[src/rtl/moxie_pkg.sv]
// Shared definitions for the Moxie fetch/decode/execute pipeline:
// opcode values, internal op encoding, fetch states and stage payloads.
package moxie_pkg;

   localparam int REG_IDX_W = 4;

   localparam logic [7:0] OPC_LDI = 8'h01;
   localparam logic [7:0] OPC_MOV = 8'h02;
   localparam logic [7:0] OPC_ADD = 8'h05;
   localparam logic [7:0] OPC_NOP = 8'h0f;
   localparam logic [7:0] OPC_AND = 8'h26;
   localparam logic [7:0] OPC_SUB = 8'h29;
   localparam logic [7:0] OPC_NEG = 8'h2a;
   localparam logic [7:0] OPC_OR  = 8'h2b;
   localparam logic [7:0] OPC_NOT = 8'h2c;
   localparam logic [7:0] OPC_XOR = 8'h2e;

   typedef enum logic [5:0] {
      OP_NONE = 6'd0,
      OP_LDI  = 6'd1,
      OP_MOV  = 6'd2,
      OP_ADD  = 6'd3,
      OP_SUB  = 6'd4,
      OP_AND  = 6'd5,
      OP_OR   = 6'd6,
      OP_XOR  = 6'd7,
      OP_NOT  = 6'd8,
      OP_NEG  = 6'd9
   } op_e;

   typedef enum logic [0:0] {
      ST_FETCH   = 1'b0,
      ST_OPERAND = 1'b1
   } fetch_state_e;

   typedef struct packed {
      logic        valid;
      logic [15:0] opcode;
      logic [31:0] operand;
   } fetch_out_t;

   typedef struct packed {
      op_e                  op;
      logic                 read_a;
      logic                 read_b;
      logic                 write_en;
      logic [REG_IDX_W-1:0] idx_a;
      logic [REG_IDX_W-1:0] idx_b;
      logic [31:0]          operand;
   } decode_out_t;

   function automatic op_e map_op(input logic [7:0] opc);
      case (opc)
         OPC_LDI: map_op = OP_LDI;
         OPC_MOV: map_op = OP_MOV;
         OPC_ADD: map_op = OP_ADD;
         OPC_SUB: map_op = OP_SUB;
         OPC_AND: map_op = OP_AND;
         OPC_OR:  map_op = OP_OR;
         OPC_XOR: map_op = OP_XOR;
         OPC_NOT: map_op = OP_NOT;
         OPC_NEG: map_op = OP_NEG;
         OPC_NOP: map_op = OP_NONE;
         default: map_op = OP_NONE;
      endcase
   endfunction

endpackage

[src/rtl/cpu_decode.sv]
// Decode stage: turns a fetched opcode into register-file read/write
// controls; holds its contents while a hazard stall is in progress.
module cpu_decode
   import moxie_pkg::*;
(
   input  logic        clk_i,
   input  logic        rst_i,
   input  logic        stall_i,
   input  fetch_out_t  fetch_i,
   output decode_out_t dec_o
);

   decode_out_t dec_q, dec_d;
   op_e         op;

   assign op = map_op(fetch_i.opcode[15:8]);

   always_comb begin
      dec_d = '0;
      if (stall_i) begin
         dec_d = dec_q;
      end else if (fetch_i.valid) begin
         dec_d.op      = op;
         dec_d.idx_a   = fetch_i.opcode[7:4];
         dec_d.idx_b   = fetch_i.opcode[3:0];
         dec_d.operand = fetch_i.operand;
         case (op)
            OP_LDI: dec_d.write_en = 1'b1;
            OP_MOV, OP_NOT, OP_NEG: begin
               dec_d.read_b   = 1'b1;
               dec_d.write_en = 1'b1;
            end
            OP_ADD, OP_SUB, OP_AND, OP_OR, OP_XOR: begin
               dec_d.read_a   = 1'b1;
               dec_d.read_b   = 1'b1;
               dec_d.write_en = 1'b1;
            end
            default: dec_d.write_en = 1'b0;
         endcase
      end
   end

   always_ff @(posedge clk_i or posedge rst_i) begin
      if (rst_i) dec_q <= '0;
      else       dec_q <= dec_d;
   end

   assign dec_o = dec_q;

endmodule

[src/rtl/cpu_execute.sv]
// Execute stage: computes the 32-bit result and registers the
// register-file write port.
module cpu_execute
   import moxie_pkg::*;
(
   input  logic                 clk_i,
   input  logic                 rst_i,
   input  op_e                  op_i,
   input  logic                 write_en_i,
   input  logic [REG_IDX_W-1:0] write_index_i,
   input  logic [31:0]          operand_i,
   input  logic [31:0]          value1_i,
   input  logic [31:0]          value2_i,
   output logic                 write_enable_o,
   output logic [REG_IDX_W-1:0] write_index_o,
   output logic [31:0]          write_data_o
);

   logic                 we_q;
   logic [REG_IDX_W-1:0] idx_q;
   logic [31:0]          data_q, data_d;

   always_comb begin
      data_d = '0;
      case (op_i)
         OP_LDI:  data_d = operand_i;
         OP_MOV:  data_d = value2_i;
         OP_ADD:  data_d = value1_i + value2_i;
         OP_SUB:  data_d = value1_i - value2_i;
         OP_AND:  data_d = value1_i & value2_i;
         OP_OR:   data_d = value1_i | value2_i;
         OP_XOR:  data_d = value1_i ^ value2_i;
         OP_NOT:  data_d = ~value2_i;
         OP_NEG:  data_d = 32'd0 - value2_i;
         default: data_d = '0;
      endcase
   end

   always_ff @(posedge clk_i or posedge rst_i) begin
      if (rst_i) begin
         we_q   <= 1'b0;
         idx_q  <= '0;
         data_q <= '0;
      end else begin
         we_q   <= write_en_i;
         idx_q  <= write_index_i;
         data_q <= data_d;
      end
   end

   assign write_enable_o = we_q;
   assign write_index_o  = idx_q;
   assign write_data_o   = data_q;

endmodule

[src/rtl/cpu_fetch.sv]
// Fetch stage: walks the instruction stream and pairs ldi.l opcodes with
// their trailing immediate word before handing them to decode.
module cpu_fetch
   import moxie_pkg::*;
#(
   parameter logic [31:0] RESET_PC = 32'h0000_0000
) (
   input  logic        clk_i,
   input  logic        rst_i,
   input  logic        stall_i,
   input  logic [31:0] imem_data_i,
   output logic [31:0] imem_address_o,
   output fetch_out_t  fetch_o
);

   fetch_state_e state_q, state_d;
   logic [31:0]  addr_q, addr_d;
   logic [15:0]  held_q, held_d;
   fetch_out_t   out_q, out_d;
   logic [15:0]  opcode;

   assign opcode = imem_data_i[31:16];

   always_ff @(posedge clk_i or posedge rst_i) begin
      if (rst_i) begin
         state_q <= ST_FETCH;
         addr_q  <= RESET_PC;
         held_q  <= '0;
         out_q   <= '0;
      end else begin
         state_q <= state_d;
         addr_q  <= addr_d;
         held_q  <= held_d;
         out_q   <= out_d;
      end
   end

   always_comb begin
      state_d = state_q;
      if (!stall_i) begin
         case (state_q)
            ST_FETCH:   if (opcode[15:8] == OPC_LDI) state_d = ST_OPERAND;
            ST_OPERAND: state_d = ST_FETCH;
            default:    state_d = ST_FETCH;
         endcase
      end
   end

   // The ldi.l opcode cycle emits a bubble; the immediate cycle emits the pair.
   always_comb begin
      addr_d = addr_q;
      held_d = held_q;
      out_d  = out_q;
      if (!stall_i) begin
         addr_d = addr_q + 32'd4;
         case (state_q)
            ST_FETCH: begin
               if (opcode[15:8] == OPC_LDI) begin
                  held_d = opcode;
                  out_d  = '0;
               end else begin
                  out_d = {1'b1, opcode, 32'd0};
               end
            end
            ST_OPERAND: out_d = {1'b1, held_q, imem_data_i};
            default:    out_d = '0;
         endcase
      end
   end

   assign imem_address_o = addr_q;
   assign fetch_o        = out_q;

endmodule

[src/rtl/moxie_fde_pipeline.sv]
// Moxie fetch/decode/execute pipeline with a one-cycle read-after-write
// stall against the instruction currently in writeback.
module moxie_fde_pipeline
   import moxie_pkg::*;
#(
   parameter logic [31:0] RESET_PC = 32'h0000_0000
) (
   input  logic                 clk_i,
   input  logic                 rst_i,
   input  logic [31:0]          imem_data_i,
   output logic [31:0]          imem_address_o,
   output logic [REG_IDX_W-1:0] rf_read_index1_o,
   output logic [REG_IDX_W-1:0] rf_read_index2_o,
   output logic                 rf_read_enable_o,
   input  logic [31:0]          rf_value1_i,
   input  logic [31:0]          rf_value2_i,
   output logic                 rf_write_enable_o,
   output logic [REG_IDX_W-1:0] rf_write_index_o,
   output logic [31:0]          rf_write_data_o,
   output logic                 stall_o
);

   fetch_out_t  fetch;
   decode_out_t dec;
   logic        stall;

   // The register file only sees the pending write on the next edge, so a
   // reader of that register waits one cycle while execute inserts a bubble.
   assign stall = (dec.read_a & rf_write_enable_o & (dec.idx_a == rf_write_index_o))
                | (dec.read_b & rf_write_enable_o & (dec.idx_b == rf_write_index_o));

   cpu_fetch #(.RESET_PC(RESET_PC)) u_fetch (
      .clk_i          (clk_i),
      .rst_i          (rst_i),
      .stall_i        (stall),
      .imem_data_i    (imem_data_i),
      .imem_address_o (imem_address_o),
      .fetch_o        (fetch)
   );

   cpu_decode u_decode (
      .clk_i   (clk_i),
      .rst_i   (rst_i),
      .stall_i (stall),
      .fetch_i (fetch),
      .dec_o   (dec)
   );

   cpu_execute u_execute (
      .clk_i          (clk_i),
      .rst_i          (rst_i),
      .op_i           (dec.op),
      .write_en_i     (dec.write_en & ~stall),
      .write_index_i  (dec.idx_a),
      .operand_i      (dec.operand),
      .value1_i       (rf_value1_i),
      .value2_i       (rf_value2_i),
      .write_enable_o (rf_write_enable_o),
      .write_index_o  (rf_write_index_o),
      .write_data_o   (rf_write_data_o)
   );

   assign rf_read_index1_o = dec.idx_a;
   assign rf_read_index2_o = dec.idx_b;
   assign rf_read_enable_o = dec.read_a | dec.read_b;
   assign stall_o          = stall;

endmodule

[config.mk]
export PLATFORM = sky130hd
export DESIGN_NAME = moxie_fde_pipeline
export DESIGN_NICKNAME = d
export VERILOG_FILES = /design/src/rtl/moxie_pkg.sv /design/src/rtl/cpu_decode.sv /design/src/rtl/cpu_execute.sv /design/src/rtl/cpu_fetch.sv /design/src/rtl/moxie_fde_pipeline.sv
export SDC_FILE = /design/constraint.sdc
export NUM_CORES = 1
export LEC_CHECK = 0
export CORE_MARGIN = 3
export CORE_UTILIZATION = 30
export DETAILED_ROUTE_END_ITERATION = 6
export GPL_ROUTABILITY_DRIVEN = 0
export SLEW_MARGIN = 15
export SYNTH_ARGS = -nofsm -noshare
export SYNTH_HDL_FRONTEND = slang
export SYNTH_SLANG_ARGS = --single-unit
export TNS_END_PERCENT = 10
[constraint.sdc]
create_clock -name clk_i -period 6 [get_ports clk_i]
set_input_delay 1.2 -clock clk_i [delete_from_list [all_inputs] [get_ports clk_i]]
set_output_delay 1.2 -clock clk_i [all_outputs]
set_load 0.02 [all_outputs]
==> flow_summary.yaml <==
outcome:
  status: "finished clean"
clocking:
  clock_sinks: 180
  cts_setup_buffers: 0
  cts_resized: 0
  numCtsBuffers: 17
  clk_pin_slew_ps: 80
  cts_tree: "yes"
  cts_buffer_depth: 2
  hold_buffers: 0
  worstSkewPairLatency_ps: 450
  cts-root-buf: "clkbuf_16"
  htree_levels: 4
sta:
  fmax_mhz: 224
  slew_headroom_pct: 22.0
  min_period_over_period_pct: 74.5
  setup_viol: 0
  finalMaxSlewViolations: 0
  finClkSkew_ps: 11.7
  period_needed_ps: 4470
  rsz0062_at_grt: "false"
  fin_setup_tns_ps: 0
  whs_ps: 455
  tightestPinTransition_ps: 1160
  hold_violations: 0
yosys:
  synth_largest_area_cell: "dfrtp_1"
  ys_types: 77
  synth_most_common_cell: "nand2_1"
  ys_ff_latch: 180
  syn_avg_cell_area_um2: 8.15
  async_flop_share_pct: 100
  synth_enable_flop_cells: 0
  syn_area_um2: 12800
  synth_common_cells: "nand2_1, dfrtp_1, o21ai_0, ha_1, nor2_1"
  yosysWarnings: 0
  synth_cells: 1572
  synth_area_leaders: "dfrtp_1, ha_1, nand2_1, o21ai_0, xnor2_1"
  synth_top_area_share_pct: 35.2
  yosysSeqAreaShare_pct: 35.2
  synth-main-ff-cell: "dfrtp_1"
final_layout:
  drive_gt1_share_pct: 5.25
  fin_cells: 2235
  area_delta_synth_final_pct: 21.8
  finalNetCount: 1886
power_and_ir_drop:
  swShare_pct: 32.9
  p_int_mw: 2.20
  seqPwrFrac_pct: 40.0
  p_switching_mw: 1.08
  peakVddDrop_mv: 0.215
  pwr-share-comb_pct: 23.7
  clock_power_share_pct: 36.3
  p_total_mw: 3.28
  leakage_nw: 6.84
  power_density_nw_per_um2: 210
grt:
  overflow: 0
  antenna_found_initial: 7
  track_usage_pct: 18.4
  grt_max_degree: 118
  grt_pass1_vias: 11500
  grt_pass1_wl_um: 65000
routing:
  vias: 11800
  via_per_inst: 5.29
  ant_nets: 0
  firstDrtPassIters: 7
  post_drt_wl_per_cell_um: 18.9
  drc: 0
  drt_wl_total_um: 42200
  drtIter0Drc: 862
floorplanning:
  rows: 75
  die_w_um: 213
  die-area_um2: 45200
  die_h_um: 213
  core_area_um2: 42000
  io_pins: 177
  start_util_pct: 30.5
setup_path:
  r2r_slack_ps: 1530
  cp_data_required_time_ps: 6330
  critPathMaxFanout: 14
  rr_worst_depth: 12
  arrival_ps: 4800
  crit-reg2reg-capture: "u_execute.write_data_o[26]"
  r2r-start: "u_decode.dec_o[44]"
  startpoint_type: "register"
  crit_path_start: "u_decode.dec_o[44]"
  end_kind: "register"
  worstSetupPathType: "reg -> reg"
  crit_end: "u_execute.write_data_o[26]"
job:
  max-cap-violations: 0
place:
  port_buffers: 174
  dp_cells: 2202
  hpwl_um: 30600
hold_path:
  hold_class: "reg -> reg"
## flip-flops by register name (all words and copies together) (netlist names)
register	flops
u_execute.write_index_o	4
u_fetch.held_q	16
u_fetch.state_q	1
u_fetch.imem_address_o	30
u_execute.write_enable_o	1
u_fetch.fetch_o	49
u_decode.dec_o	47
u_execute.write_data_o	32
## kinds of logic after synthesis
group,count (synthesis),share of synthesized area (%)
mux,23,1.89
xor+xnor,73,4.99
compound gates,462,23.1
buf+inv,186,5.75
other cells,1,0.0293
fa+ha+maj,106,10.5
flops,180,35.2
simple gates,541,18.6
## cell usage in the layout, fill, tap and decap left out, drive strengths merged, types with 11 or more instances in the layout
cell / count
nand2: 296
o21a: 11
ha: 104
clkdlybuf4s50: 174
o211ai: 20
nor3: 17
a21oi: 79
nor2b: 11
and2: 11
xnor2: 46
buf: 13
o2111ai: 21
mux2i: 13
nand4: 14
nor2: 105
xor2: 27
nand3: 25
dfrtp: 180
o21ai: 167
a22oi: 24
nand2b: 14
clkbuf: 17
a211oi: 17
inv: 94
a21o: 32
## critical path: stages (launching register included)
cell and delay, ps:
dfrtp_1 650, nand2b_1 350, nand2b_1 260, nand2_1 110, ha_1 210, fa_1 450, o21ai_0 440, a21oi_1 210
a211oi_1 610, o21ai_1 200, o21ai_1 410, a311oi_1 150, a211o_1 300
## per-layer routing
metal	global-route usage, %	wire length, um
met2	28.9	18900
met3	3.79	3110
met1	25.3	19000
met5	0	95
met4	6.15	1140
## per-stage QoR
stage | util, % | cell area, um2 | setup WS [ps]
floorplan | - | 12800 | 2420
global placement | 35.7 | 15000 | 1140
detailed placement | 35.7 | 15000 | 1120
CTS | 37.1 | 15600 | 1560
global route | 37.1 | 15600 | 1270
finish | 37.1 | 15600 | 1530
## power groups by stage
stage / logic (mW) / clock network [mW] / registers, mW
global route: 0.851 / 1.27 / 1.32
CTS: 0.773 / 1.22 / 1.31
detailed placement: 0.769 / 0 / 1.33
floorplan: 0.447 / 0 / 1.36
finish: 0.778 / 1.19 / 1.31
global placement: 0.757 / 0 / 1.33
## final cells by class
class | instances | area, um2
Inverter | 89 | 338
Multi-Input combinational cell | 1207 | 7620
Antenna cell | 1 | 2.50
Clock inverter | 15 | 186
Clock buffer | 17 | 425
Fill cell | 4365 | 26400
Sequential cell | 180 | 4510
Tap cell | 539 | 674
Timing Repair Buffer | 187 | 1850
## worst min path at each step
stage / start / to / slack (ps) / depth (start not counted)
floorplan: u_decode.dec_o[37] / u_execute.write_index_o[1] / 390 / 0
global placement: u_decode.dec_o[37] / u_execute.write_index_o[1] / 440 / 0
detailed placement: u_decode.dec_o[37] / u_execute.write_index_o[1] / 440 / 0
CTS: u_decode.dec_o[37] / u_execute.write_index_o[1] / 460 / 0
global route: u_decode.dec_o[37] / u_execute.write_index_o[1] / 480 / 0
finish: u_decode.dec_o[37] / u_execute.write_index_o[1] / 450 / 0
No activity file was read; power rests on OpenSTA's default activity.
